===== src/rtl/hostctrl_pkg.sv =====
// Shared types and constants for the host-controlled memory loader.
// Frame layout: 8 bytes LSB first, word index in bytes 0-3, data in bytes 4-7.
package hostctrl_pkg;

  typedef enum logic [1:0] {
    ST_RX   = 2'd0,
    ST_WR   = 2'd1,
    ST_ACK  = 2'd2,
    ST_DONE = 2'd3
  } state_t;

  localparam int FRAME_LEN  = 8;
  localparam int BYTE_W     = 8;
  localparam int BYTE_CNT_W = 3;
  localparam int FRAME_W    = FRAME_LEN * BYTE_W;

  // Bit positions of the two fields inside the assembled frame.
  localparam int IDX_LO  = 0;
  localparam int IDX_HI  = 31;
  localparam int DATA_LO = 32;
  localparam int DATA_HI = 63;

  localparam logic [3:0] SEL_NONE    = 4'h0;
  localparam logic [3:0] SEL_ALL     = 4'hF;
  localparam logic [2:0] CTI_CLASSIC = 3'b000;
  localparam logic [2:0] CTI_EOB     = 3'b111;
  localparam logic [1:0] BTE_LINEAR  = 2'b00;

  function automatic logic [31:0] word_to_adr(input logic [29:0] idx);
    return {idx, 2'b00};
  endfunction

endpackage


===== src/rtl/hostctrl_byte_rx.sv =====
// Byte handshake with the host: arm/disarm on valid, one-cycle ack pulse,
// stuck-valid timeout, and LSB-first assembly of the 64-bit frame.
module hostctrl_byte_rx
  import hostctrl_pkg::*;
#(
  parameter int BYTE_HOLD_MAX = 16
) (
  input  logic                  i_clk,
  input  logic                  i_rst_n,
  input  logic [BYTE_W-1:0]     i_data,
  input  logic                  i_valid,
  input  logic                  i_enable,
  input  logic                  i_clear,
  output logic                  o_accept,
  output logic                  o_ack_data,
  output logic                  o_word_done,
  output logic                  o_hold_err,
  output logic [BYTE_CNT_W-1:0] o_byte_cnt,
  output logic [FRAME_W-1:0]    o_frame
);

  localparam int HOLD_W = $clog2(BYTE_HOLD_MAX + 1) + 1;

  logic                  r_armed;
  logic                  r_ack_data;
  logic                  r_word_done;
  logic                  r_hold_err;
  logic [HOLD_W-1:0]     r_hold_cnt;
  logic [BYTE_CNT_W-1:0] r_cnt;
  logic [FRAME_W-1:0]    r_frame;
  logic                  w_accept;

  assign w_accept = i_valid && r_armed && i_enable;

  always_ff @(posedge i_clk or negedge i_rst_n) begin
    if (!i_rst_n) begin
      r_armed     <= 1'b1;
      r_ack_data  <= 1'b0;
      r_word_done <= 1'b0;
      r_hold_err  <= 1'b0;
      r_hold_cnt  <= '0;
      r_cnt       <= '0;
      r_frame     <= '0;
    end else begin
      r_ack_data  <= 1'b0;
      r_word_done <= 1'b0;
      r_hold_err  <= 1'b0;
      if (w_accept) begin
        r_armed    <= 1'b0;
        r_ack_data <= 1'b1;
        r_hold_cnt <= '0;
        r_frame    <= {i_data, r_frame[FRAME_W-1:BYTE_W]};
        r_cnt      <= r_cnt + BYTE_CNT_W'(1);
        if (r_cnt == BYTE_CNT_W'(FRAME_LEN - 1)) begin
          r_word_done <= 1'b1;
        end
      end else if (!r_armed) begin
        if (!i_valid) begin
          r_armed    <= 1'b1;
          r_hold_cnt <= '0;
        end else if (r_hold_cnt == HOLD_W'(BYTE_HOLD_MAX)) begin
          // Host never dropped valid: flag it and re-arm so loading can proceed.
          r_armed    <= 1'b1;
          r_hold_cnt <= '0;
          r_hold_err <= 1'b1;
        end else begin
          r_hold_cnt <= r_hold_cnt + HOLD_W'(1);
        end
      end
      if (i_clear) begin
        r_cnt <= '0;
      end
    end
  end

  assign o_accept    = w_accept;
  assign o_ack_data  = r_ack_data;
  assign o_word_done = r_word_done;
  assign o_hold_err  = r_hold_err;
  assign o_byte_cnt  = r_cnt;
  assign o_frame     = r_frame;

endmodule


===== src/rtl/hostctrl_loader.sv =====
// Loads memory from a byte-serial host interface over a Wishbone master and
// holds the CPU in reset until the host signals that loading is complete.
module hostctrl_loader
  import hostctrl_pkg::*;
#(
  parameter logic [31:0] MEM_SIZE      = 32'h02000000,
  parameter int          BYTE_HOLD_MAX = 16
) (
  input  logic        wb_clk_i,
  input  logic        wb_rst_n_i,
  input  logic [7:0]  hostctrl_data_i,
  input  logic        hostctrl_valid_i,
  input  logic        hostctrl_next_i,
  input  logic        hostctrl_done_i,
  output logic        hostctrl_ack_data_o,
  output logic        hostctrl_ack_o,
  output logic [31:0] wbm_adr_o,
  output logic [31:0] wbm_dat_o,
  output logic [3:0]  wbm_sel_o,
  output logic        wbm_we_o,
  output logic        wbm_cyc_o,
  output logic        wbm_stb_o,
  output logic [2:0]  wbm_cti_o,
  output logic [1:0]  wbm_bte_o,
  input  logic        wbm_ack_i,
  input  logic        wbm_err_i,
  output logic        cpu_rst_o,
  output logic        load_err_o,
  output logic [15:0] words_o,
  output state_t      dbg_state_o
);

  localparam logic [31:0] MEM_WORDS = MEM_SIZE >> 2;

  // Handshake (all wishbone signals): a write starts with cyc/stb/we high and
  // stays unchanged until wbm_ack_i or wbm_err_i is sampled; cyc/stb drop on
  // that same clock edge, so they are low in the following cycle.

  state_t                r_state;
  logic                  r_ack;
  logic                  r_cpu_rst;
  logic                  r_load_err;
  logic                  r_wr_ok;
  logic [15:0]           r_words;
  logic [31:0]           r_adr;
  logic [31:0]           r_dat;
  logic [3:0]            r_sel;
  logic                  r_we;
  logic                  r_cyc;
  logic                  r_stb;
  logic [2:0]            r_cti;
  logic [1:0]            r_bte;

  logic                  w_accept;
  logic                  w_ack_data;
  logic                  w_word_done;
  logic                  w_hold_err;
  logic                  w_rx_en;
  logic                  w_clear;
  logic                  w_in_range;
  logic                  w_unused;
  logic [BYTE_CNT_W-1:0] w_byte_cnt;
  logic [FRAME_W-1:0]    w_frame;
  logic [31:0]           w_idx;
  logic [31:0]           w_data;

  assign w_unused   = hostctrl_next_i;
  assign w_idx      = w_frame[IDX_HI:IDX_LO];
  assign w_data     = w_frame[DATA_HI:DATA_LO];
  assign w_in_range = (w_idx < MEM_WORDS);

  // No byte is taken while a completed frame waits to be dispatched or while
  // the host is finishing, so the frame register stays stable through WR.
  assign w_rx_en = (r_state == ST_RX) && !hostctrl_done_i && !w_word_done;
  assign w_clear = (r_state == ST_RX) && hostctrl_done_i && !w_word_done &&
                   (w_byte_cnt != '0);

  hostctrl_byte_rx #(
    .BYTE_HOLD_MAX (BYTE_HOLD_MAX)
  ) u_byte_rx (
    .i_clk       (wb_clk_i),
    .i_rst_n     (wb_rst_n_i),
    .i_data      (hostctrl_data_i),
    .i_valid     (hostctrl_valid_i),
    .i_enable    (w_rx_en),
    .i_clear     (w_clear),
    .o_accept    (w_accept),
    .o_ack_data  (w_ack_data),
    .o_word_done (w_word_done),
    .o_hold_err  (w_hold_err),
    .o_byte_cnt  (w_byte_cnt),
    .o_frame     (w_frame)
  );

  always_ff @(posedge wb_clk_i or negedge wb_rst_n_i) begin
    if (!wb_rst_n_i) begin
      r_state    <= ST_RX;
      r_ack      <= 1'b0;
      r_cpu_rst  <= 1'b1;
      r_load_err <= 1'b0;
      r_wr_ok    <= 1'b0;
      r_words    <= '0;
      r_adr      <= '0;
      r_dat      <= '0;
      r_sel      <= SEL_NONE;
      r_we       <= 1'b0;
      r_cyc      <= 1'b0;
      r_stb      <= 1'b0;
      r_cti      <= CTI_CLASSIC;
      r_bte      <= BTE_LINEAR;
    end else begin
      if (w_hold_err && (r_state != ST_DONE)) begin
        r_load_err <= 1'b1;
      end
      case (r_state)
        ST_RX: begin
          if (w_accept) begin
            r_ack <= 1'b0;
          end
          if (w_word_done) begin
            if (w_in_range) begin
              r_adr   <= word_to_adr(w_idx[29:0]);
              r_dat   <= w_data;
              r_sel   <= SEL_ALL;
              r_we    <= 1'b1;
              r_cyc   <= 1'b1;
              r_stb   <= 1'b1;
              r_cti   <= CTI_EOB;
              r_bte   <= BTE_LINEAR;
              r_state <= ST_WR;
            end else begin
              r_load_err <= 1'b1;
              r_wr_ok    <= 1'b0;
              r_state    <= ST_ACK;
            end
          end else if (hostctrl_done_i) begin
            if (w_byte_cnt != '0) begin
              r_load_err <= 1'b1;
            end
            r_ack   <= 1'b0;
            r_state <= ST_DONE;
          end
        end
        ST_WR: begin
          if (wbm_ack_i || wbm_err_i) begin
            r_cyc   <= 1'b0;
            r_stb   <= 1'b0;
            r_we    <= 1'b0;
            r_sel   <= SEL_NONE;
            r_cti   <= CTI_CLASSIC;
            r_wr_ok <= !wbm_err_i;
            if (wbm_err_i) begin
              r_load_err <= 1'b1;
            end
            r_state <= ST_ACK;
          end
        end
        ST_ACK: begin
          r_ack <= 1'b1;
          if (r_wr_ok && (r_words != 16'hFFFF)) begin
            r_words <= r_words + 16'd1;
          end
          r_state <= ST_RX;
        end
        ST_DONE: begin
          r_cpu_rst <= 1'b0;
        end
        default: begin
          r_state <= ST_RX;
        end
      endcase
    end
  end

  assign hostctrl_ack_data_o = w_ack_data;
  assign hostctrl_ack_o      = r_ack;
  assign wbm_adr_o           = r_adr;
  assign wbm_dat_o           = r_dat;
  assign wbm_sel_o           = r_sel;
  assign wbm_we_o            = r_we;
  assign wbm_cyc_o           = r_cyc;
  assign wbm_stb_o           = r_stb;
  assign wbm_cti_o           = r_cti;
  assign wbm_bte_o           = r_bte;
  assign cpu_rst_o           = r_cpu_rst;
  assign load_err_o          = r_load_err;
  assign words_o             = r_words;
  assign dbg_state_o         = r_state;

endmodule


===== config.mk =====
export PLATFORM = sky130hd
export DESIGN_NAME = hostctrl_loader
export DESIGN_NICKNAME = d
export VERILOG_FILES = /design/src/rtl/hostctrl_pkg.sv /design/src/rtl/hostctrl_byte_rx.sv /design/src/rtl/hostctrl_loader.sv
export SDC_FILE = /design/constraint.sdc
export NUM_CORES = 1
export LEC_CHECK = 0
export BUFFER_PORTS_ARGS = -buffer_cell sky130_fd_sc_hd__buf_2
export CAP_MARGIN = 20
export CORE_AREA = 2 2 104 116
export DETAILED_ROUTE_END_ITERATION = 16
export DIE_AREA = 0 0 106 118
export HOLD_SLACK_MARGIN = 0.1
export PLACE_DENSITY = 0.94
export SETUP_SLACK_MARGIN = 0.05
export SYNTH_ARGS = -nofsm -noshare
export SYNTH_HDL_FRONTEND = slang
export SYNTH_HIERARCHICAL = 1
export SYNTH_SLANG_ARGS = --single-unit
export TNS_END_PERCENT = 10

===== constraint.sdc =====
create_clock -name wb_clk_i -period 3.2 [get_ports wb_clk_i]
set_input_delay 0.48 -clock wb_clk_i [delete_from_list [all_inputs] [get_ports wb_clk_i]]
set_output_delay 0.48 -clock wb_clk_i [all_outputs]
set_load 0.01 [all_outputs]

# Word level (Yosys, flattened, before mapping)

Cells that the tools add are included.

$add $sub $neg: 3
$lt $le $gt $ge: 1
Eq/ne operators: 13
Multiplexer cells: 49
Reduce and logical (&&, ||, !) cells: 24

Operator list:

| cell                                                          | number |
|---|---|
| less-than comparator 32 x 24 -> 1 bit (second input constant) | 1 |
| two-way mux 1 bit                                             | 26 |
| two-way mux 6 bit                                             | 4 |
| adder 16 x 1 -> 16 bit (second input constant)                | 1 |
| != test 16 bit (second input constant)                        | 1 |
| two-way mux 3 bit                                             | 5 |
| two-way mux 4 bit                                             | 3 |
| logical AND 1 bit                                             | 9 |
| two-way mux 2 bit                                             | 4 |
| != test 2 bit (second input constant)                         | 4 |
| case mux 1 bit (2 select lines)                               | 4 |
| case mux 4 bit (2 select lines)                               | 1 |
| AND reduction 4 bit                                           | 2 |
| adder 6 x 1 -> 6 bit (second input constant)                  | 1 |
| equality test 6 x 5 -> 1 bit (second input constant)          | 1 |
| case mux 2 bit (3 select lines)                               | 1 |
| case mux 3 bit (2 select lines)                               | 1 |
| AND reduction 3 bit                                           | 2 |
| nonzero test 2 bit                                            | 3 |
| nonzero test 3 bit                                            | 2 |
| equality test 2 bit (second input constant)                   | 2 |
| != test 2 x 1 -> 1 bit (second input constant)                | 2 |
| adder 3 x 1 -> 3 bit (second input constant)                  | 1 |
| equality test 3 bit (second input constant)                   | 1 |
| other kinds (6)                                               | 8 |

Bits in registers: 169
Logic and storage cells: 108

# Longest topological paths before layout

Gate-level depths: netlist (run 1).

Depth in word-level cells: 8
Gate-level depth with buffers: 9
Depth with buffers taken out: 7

# By module

The synthesis (run 1) kept the hierarchy.

By module, submodules not included:

| module           | instances | cells an instance | area each (µm²) | sequential area each (µm²) |
|---|---|---|---|---|
| hostctrl_loader  | 1         | 260               | 3632.2          | 2128.3 |
| hostctrl_byte_rx | 1         | 328               | 3012.9          | 1928.1 |

# Worst setup path before layout (run 1)

OpenSTA, ideal clock, no wires.

Kind: register to register
From: register r_state[0] (netlist: dbg_state_o[0])
To: register r_ack (netlist: hostctrl_ack_o)
Data arrival time: 1866 ps
Data required time: 3082 ps
Path slack: 1216 ps
Cell stages (with the launch flop): 10
Buffers on the path: 2
Clock period less this slack: 1984 ps
Path through: dfrtp_1 inv_1 ha_1 buf_2 nor3b_1 nand3_1 inv_2 buf_2 o21ai_0 a21o_1

Word-level cells in the longest chain between the ends: 8

RTL lines:

| element                           | RTL line               | RTL |
|---|---|---|
| start, declared                   | hostctrl_loader.sv:39  | `state_t r_state;` |
| start signal, assigned            | hostctrl_loader.sv:97  | `r_state <= ST_RX;` |
| start signal, assigned            | hostctrl_loader.sv:130 | `r_state <= ST_WR;` |
| start signal, assigned            | hostctrl_loader.sv:134 | `r_state <= ST_ACK;` |
| logical NOT 2 bit *               | hostctrl_loader.sv:74  | `assign w_rx_en = (r_state == ST_RX) && !hostctrl_done_i && !w_word_done;` |
| logical AND 1 bit * (2 in a row)  | hostctrl_loader.sv:74  |  |
| net w_rx_en                       | hostctrl_loader.sv:58  | `logic w_rx_en;` |
| logical AND 1 bit *               | hostctrl_byte_rx.sv:33 | `assign w_accept = i_valid && r_armed && i_enable;` |
| net w_accept                      | hostctrl_loader.sv:54  | `logic w_accept;` |
| two-way mux 1 bit *               | hostctrl_loader.sv:117 | `if (w_accept) begin` |
| two-way mux 1 bit                 | hostctrl_loader.sv:136 | `end else if (hostctrl_done_i) begin` |
| two-way mux 1 bit *               | hostctrl_loader.sv:120 | `if (w_word_done) begin` |
| case mux 1 bit (2 select lines) * | hostctrl_loader.sv:115 | `case (r_state)` |
| end signal, assigned              | hostctrl_loader.sv:118 | `r_ack <= 1'b0;` |
| end signal, assigned              | hostctrl_loader.sv:140 | `r_ack <= 1'b0;` |
| end signal, assigned              | hostctrl_loader.sv:159 | `r_ack <= 1'b1;` |
| end, declared                     | hostctrl_loader.sv:40  | `logic r_ack;` |

Mark *: on every way through the listed nets, which the timed path passes. The rest lies on a longest branch.
A chain may end at the register's enable or synchronous reset.

# Final worst setup path (run 1)

From: register r_state[0] (netlist: dbg_state_o[0])
To: register u_byte_rx.r_frame[22] (netlist: u_byte_rx/o_frame[22])

Word-level cells in the longest chain between the ends: 4

RTL lines:

| element                        | RTL line               | RTL |
|---|---|---|
| logical NOT 2 bit              | hostctrl_loader.sv:74  |  |
| logical AND 1 bit (2 in a row) | hostctrl_loader.sv:74  |  |
| net w_rx_en                    | hostctrl_loader.sv:58  |  |
| logical AND 1 bit              | hostctrl_byte_rx.sv:33 |  |
| net w_accept                   | hostctrl_loader.sv:54  |  |
| end signal, assigned           | hostctrl_byte_rx.sv:52 | `r_frame <= {i_data, r_frame[FRAME_W-1:BYTE_W]};` |
| end, declared                  | hostctrl_byte_rx.sv:30 | `logic [FRAME_W-1:0] r_frame;` |

The timed path passes the listed nets, and every way through them passes these cells.

==> impl_metrics.py, run 1 <==
metrics = {
    "synth": {
        "synth-seq-area-share": 0.6104,
        "syn-instance-count": 588,
        "synth_top_area_cell": "dfrtp_1",
        "synthFlopType": "dfrtp_1",
        "synthDistinctLibCells": 51,
        "async_flop_share": 1.000,
        "synth.top_cells.by_count": "206 x nand2_1, 160 x dfrtp_1, 55 x mux2_2, 13 x buf_4, 12 x buf_2",
        "yosysWarnings": 6,
        "synth_top_cell_area_share": 0.6025,
        "synth_edf_count": 0,
        "ys_ff_latch": 162,
        "synth_area_sq_um": 6645,
        "netlist_top_cells_area": "dfrtp_1 60%, nand2_1 12%, mux2_2 9.3%",
        "synth.avg_cell_area_sq_um": 11.30,
        "yosysMostFrequentCell": "nand2_1",
    },
    "routing": {
        "remaining_drc_errors": 0,
        "wire_per_inst_microns": 15.70,
        "ant_nets": 0,
        "drt_iter0_markers": 216,
        "post_drt_via_cell_ratio": 5.354,
        "wl_met3_microns": 590,
        "met2_length_mm": 7.094,
        "vias": 4556,
        "drt-met1-wl_mm": 5.441,
        "highest_layer": "met4",
        "first_pass_iters": 5,
        "routed_wl_mm": 13.36,
    },
    "timing": {
        "slew_violations": 0,
        "finalHoldViolations": 0,
        "tightest_slew_ns": 0.8509,
        "period_share": 0.7711,
        "rsz0062_at_grt": "no",
        "relSlewSlack": 0.4327,
        "finalCriticalPeriod_ns": 2.468,
        "final.setup.tns_ns": 0,
        "timing.hold.ws_ns": 0.1015,
        "report.final.setup_viol": 0,
        "fmaxAchievable_mhz": 405.3,
        "skew_ns": 0.007787,
    },
    "clock_tree": {
        "clkSlewWorstSetupHoldPaths_ns": 0.06,
        "clockRootBuffer": "clkbuf_16",
        "clk-insertion-delay-late_ns": 0.41,
        "cts_inserted_buffers": 17,
        "post-cts-setup-buffer-count": 0,
        "htree_levels": 4,
        "cts_sinks": 162,
        "cts_resized": 0,
        "clockBufferDepth": 2,
        "cts_tree": "built",
        "cts_hold_buffers": 0,
    },
    "run": {
        "maxCapViolations": 0,
    },
    "layout": {
        "n_antenna_cell": 0,
        "nets": 712,
        "fin_util": 0.6903,
        "areaGrowthSynthToFinish_pct": 17.77,
        "drive_gt1_frac": 0.2953,
        "n_fill_cell": 809,
    },
    "setup_path": {
        "crit_arrival_ns": 2.81,
        "path_max_fanout": 27,
        "worst_setup_path_end_kind": "flop",
        "worstSetupPathType": "reg -> reg",
        "cp-start-kind": "flop",
        "required_ns": 3.55,
    },
    "die": {
        "fp.dieW_microns": 106,
        "fp-row-count": 41,
        "pin_count": 113,
        "core_area_sq_um": 11340,
        "fp.dieH_microns": 118,
        "start_util": 0.5861,
        "die-area_sq_um": 12510,
    },
    "power_and_ir_drop": {
        "netSwitchingPower_mw": 1.794,
        "switching_share": 0.3038,
        "cellLeakagePower_nw": 4.382,
        "pwr-share-seq": 0.462,
        "combPwrFrac": 0.187,
        "max-vdd-ir-drop_mv": 0.3479,
        "p_int_mw": 4.113,
        "p_per_area_nw_per_um2": 754.8,
        "clockPowerShare": 0.350,
    },
    "placement": {
        "io_buffers": 107,
        "gp_congestion": 0.8587,
        "dp_hpwl_mm": 8.703,
    },
    "global_route": {
        "antenna_found_initial": 0,
        "grt_pass1_wl_mm": 22.57,
        "grt_pass1_vias": 4655,
        "grtUsageTotal": 0.2259,
        "grt_overflow": 0,
        "grt_max_degree": 80,
    },
    "outcome": {
        "status": "finished clean",
    },
    "min_path": {
        "worstHoldPathType": "in -> async",
    },
}
==> layer usage <==
layer	track usage	vias up
li1	-	2132
met1	0.2834	2272
met2	0.3847	130
met3	0.04596	22
met4	0.08882	0
met5	0	-
==> registers in the layout, indices dropped and copies added (netlist names), 2 cells and up <==
| register | flops |
|---|---|
| dbg_state_o | 2 |
| u_byte_rx/o_byte_cnt | 3 |
| u_byte_rx/o_frame | 64 |
| u_byte_rx/r_hold_cnt | 6 |
| wbm_adr_o | 30 |
| wbm_dat_o | 32 |
| words_o | 16 |
==> layout by cell type, fill, tap and decap left out, types with 2 or more instances in the layout <==
cell type / n
nand3_1: 8
xnor2_1: 6
nor3_1: 10
clkbuf_8: 2
nand2_1: 206
a21oi_1: 6
clkbuf_1: 2
clkinvlp_4: 4
dfstp_2: 2
o21ai_0: 4
buf_4: 3
nor2_1: 7
dfrtp_1: 160
conb_1: 4
xor2_1: 11
buf_12: 2
a22o_1: 2
ha_1: 9
clkbuf_16: 17
and3_1: 5
buf_2: 106
nor3b_1: 2
nor2b_1: 6
bufinv_16: 3
o211ai_1: 2
inv_6: 2
mux2_2: 55
inv_1: 8
and2_1: 9
nor4_1: 4
nand4_1: 4
mux2_1: 3
==> per-stage QoR <==
step,setup WS (ns),power [mW],instance area (sq um),instances
after global routing,0.5008,6.222,7826,851
after global placement,0.8936,3.746,7214,819
after floorplan,1.216,3.496,6656,591
after detailed placement,0.7538,3.856,7214,819
final,0.7324,5.907,7826,851
after CTS,0.7395,5.935,7826,851
==> worst max-delay path, cell delays in order (launching register included) <==
cell	delay [ns]
dfrtp_1	0.43
inv_1	0.12
ha_1	0.37
nor3b_1	0.45
nand3_2	0.14
inv_2	0.42
buf_4	0.31
nand2_1	0.08
nand2_1	0.06
==> final cells by class <==
cell class	count	area [sq um]	share of cell area
well taps	150	187.7	0.02398
multi-input cells	386	2332	0.2980
repair buffers	112	604.3	0.07722
clock inverters	11	151.4	0.01934
flip-flops and latches	162	4056	0.5183
inverters	9	33.78	0.004317
clock buffers	21	460.4	0.05883
==> power groups by stage <==
stage	Combinational, mW	Sequential, mW	Clock [mW]
after floorplan	0.818	2.68	0
after global placement	1.02	2.72	0
after detailed placement	1.10	2.75	0
after CTS	1.11	2.72	2.10
after global routing	1.25	2.77	2.20
final	1.11	2.73	2.07
==> worst paths after layout <==
| kind | cells past startpoint | startpoint | end | slack (ns) |
|---|---|---|---|---|
| max | 8 | dbg_state_o[0] | u_byte_rx/o_frame[22] | 0.73 |
| min | 1 | wb_rst_n_i | wbm_sel_o[2] | 0.10 |
| max reg2reg | 8 | dbg_state_o[0] | u_byte_rx/o_frame[22] | 0.73 |
| min reg2reg | 2 | u_byte_rx/o_frame[2] | u_byte_rx/o_frame[2] | 0.47 |
| max in group asynchronous | 2 | wb_rst_n_i | wbm_dat_o[29] | 2.32 |
| min in group wb_clk_i | 3 | hostctrl_data_i[1] | u_byte_rx/o_frame[57] | 0.26 |
==> kinds of logic after synthesis <==
kind of cell	share of synthesized area
adder cells (fa/ha/maj)	0.01695
buffers and inverters	0.04105
XOR/XNOR	0.02241
AND/OR/NAND/NOR	0.1772
flip-flops	0.6104
AO/OA/AOI/OAI	0.03164
multiplexers	0.09979
other	0.0005643
(Power assumes the default switching activity.)
==> run 2, diff against run 1 <==
CORE_AREA = 2 2 107 120   (was 2 2 104 116)
DIE_AREA = 0 0 109 122   (was 0 0 106 118)
PLACE_DENSITY = 0.89   (was 0.94)
clock period = 2.4 ns   (was 3.2 ns; I/O delays follow)
==> impl_metrics.py, run 2 (synthesized netlist as in run 1, its figures left out) <==
metrics = {
    "layout": {
        "n_fill_cell": 924,
        "fin_util": 0.6438,
        "areaGrowthSynthToFinish_pct": 18.32,
        "n_antenna_cell": 0,
        "nets": 716,
        "layout_commonest_cell": "nand2_1",
        "layout_common_cells": "206 x nand2_1, 160 x dfrtp_1, 106 x buf_2",
        "drive_gt1_frac": 0.2983,
        "largest_register_ffs": 64,
    },
    "power_and_ir_drop": {
        "pwr-share-seq": 0.468,
        "switching_share": 0.3059,
        "cellLeakagePower_nw": 4.407,
        "p_per_area_nw_per_um2": 985.8,
        "clockPowerShare": 0.342,
        "netSwitchingPower_mw": 2.371,
        "combPwrFrac": 0.189,
        "max-vdd-ir-drop_mv": 0.5564,
        "p_int_mw": 5.379,
    },
    "outcome": {
        "status": "finished clean",
    },
    "setup_path": {
        "cp-start-kind": "flop",
        "worst_setup_path_end_kind": "flop",
        "required_ns": 2.74,
        "crit_arrival_ns": 2.47,
        "path_max_fanout": 64,
        "worstSetupPathType": "reg -> reg",
    },
    "clock_tree": {
        "cts_inserted_buffers": 17,
        "htree_levels": 4,
        "cts_tree": "built",
        "clk-insertion-delay-late_ns": 0.41,
        "clockRootBuffer": "clkbuf_16",
        "clkSlewWorstSetupHoldPaths_ns": 0.07,
        "cts_sinks": 162,
        "clockBufferDepth": 2,
    },
    "global_route": {
        "grt_max_degree": 71,
        "grt_pass1_wl_mm": 21.11,
        "grtUsageTotal": 0.2041,
        "antenna_found_initial": 0,
        "grt_overflow": 0,
        "grt_pass1_vias": 4413,
    },
    "timing": {
        "period_share": 0.8878,
        "final.setup.tns_ns": 0,
        "slew_violations": 0,
        "finalCriticalPeriod_ns": 2.131,
        "relSlewSlack": 0.5861,
        "skew_ns": 0.008879,
        "fmaxAchievable_mhz": 469.3,
        "tightest_slew_ns": 0.6154,
        "rsz0062_at_grt": "no",
        "report.final.setup_viol": 0,
        "finalHoldViolations": 0,
    },
    "routing": {
        "drt-met1-wl_mm": 5.424,
        "first_pass_iters": 4,
        "vias": 4516,
        "wire_per_inst_microns": 15.32,
        "highest_layer": "met4",
        "post_drt_via_cell_ratio": 5.245,
        "ant_nets": 0,
        "remaining_drc_errors": 0,
        "met2_length_mm": 6.957,
        "routed_wl_mm": 13.19,
        "wl_met3_microns": 666,
        "drt_iter0_markers": 282,
    },
    "placement": {
        "dp_hpwl_mm": 8.673,
        "io_buffers": 107,
        "gp_congestion": 0.8490,
    },
    "die": {
        "die-area_sq_um": 13300,
        "start_util": 0.5441,
        "core_area_sq_um": 12210,
        "fp.dieW_microns": 109,
        "fp-row-count": 43,
        "pin_count": 113,
        "fp.dieH_microns": 122,
    },
    "min_path": {
        "worstHoldPathType": "in -> reg",
    },
    "run": {
        "maxCapViolations": 0,
    },
}
## run 2: final timing paths
path / from / end / slack, ns / cells past startpoint
max: dbg_state_o[0] / u_byte_rx/o_frame[62] / 0.27 / 8
min: hostctrl_data_i[7] / u_byte_rx/o_frame[63] / 0.14 / 3
max reg2reg: dbg_state_o[0] / u_byte_rx/o_frame[62] / 0.27 / 8
min reg2reg: u_byte_rx/o_frame[2] / u_byte_rx/o_frame[2] / 0.47 / 2
max in group asynchronous: wb_rst_n_i / u_byte_rx/o_frame[0] / 1.14 / 3
min in group asynchronous: wb_rst_n_i / u_byte_rx/r_hold_cnt[0] / 0.50 / 2
## run 2: worst max-delay path, stage by stage (launching register included)
cell and delay [ns]:
dfrtp_1 0.43, inv_1 0.11, ha_1 0.36, nor3b_2 0.33, nand3_2 0.14, inv_2 0.18, buf_12 0.30, nand2_1 0.10
nand2_1 0.10
## run 2: through the flow
step / hold WS [ns] / power (mW) / instance area, sq um / setup slack, ns / cells
floorplan: 0.06441 / 4.661 / 6656 / 0.4160 / 591
global placement: 0.3675 / 5.012 / 7258 / 0.2695 / 829
detailed placement: 0.3740 / 5.128 / 7258 / 0.1271 / 829
CTS: 0.1158 / 7.802 / 7854 / 0.09621 / 861
global route: 0.1322 / 8.149 / 7863 / 0.1212 / 861
finish: 0.1363 / 7.751 / 7863 / 0.2692 / 861
## run 2: power groups by stage
| stage | Combinational, mW | Clock, mW | Sequential [mW] |
|---|---|---|---|
| 4_1_cts | 1.47 | 2.70 | 3.63 |
| 3_3_place_gp | 1.38 | 0 | 3.63 |
| 3_5_place_dp | 1.46 | 0 | 3.67 |
| 5_1_grt | 1.64 | 2.81 | 3.69 |
| 2_1_floorplan | 1.09 | 0 | 3.57 |
| 6_report | 1.47 | 2.65 | 3.63 |
## run 2: repair_timing
action,in CTS,in global routing
gates resized for setup,0,2
hold buffers,1,0
endpoints found under the hold margin,58,0
setup buffers,0,0
setup endpoints to repair,0,68
## run 2: final cells by class
cell class	count	area, sq um	area share
Tap cell	157	196.4	0.02498
Multi-Input combinational cell	386	2337	0.2973
Clock inverter	10	125.1	0.01591
Inverter	9	33.78	0.004297
Clock buffer	21	460.4	0.05856
Sequential cell	162	4056	0.5159
Timing Repair Buffer	116	653.1	0.08307
## run 2: metal layers
layer	GRT usage	vias to the layer above
li1	-	2127
met1	0.2521	2258
met2	0.3385	118
met3	0.06153	13
met4	0.07452	0
met5	0	-
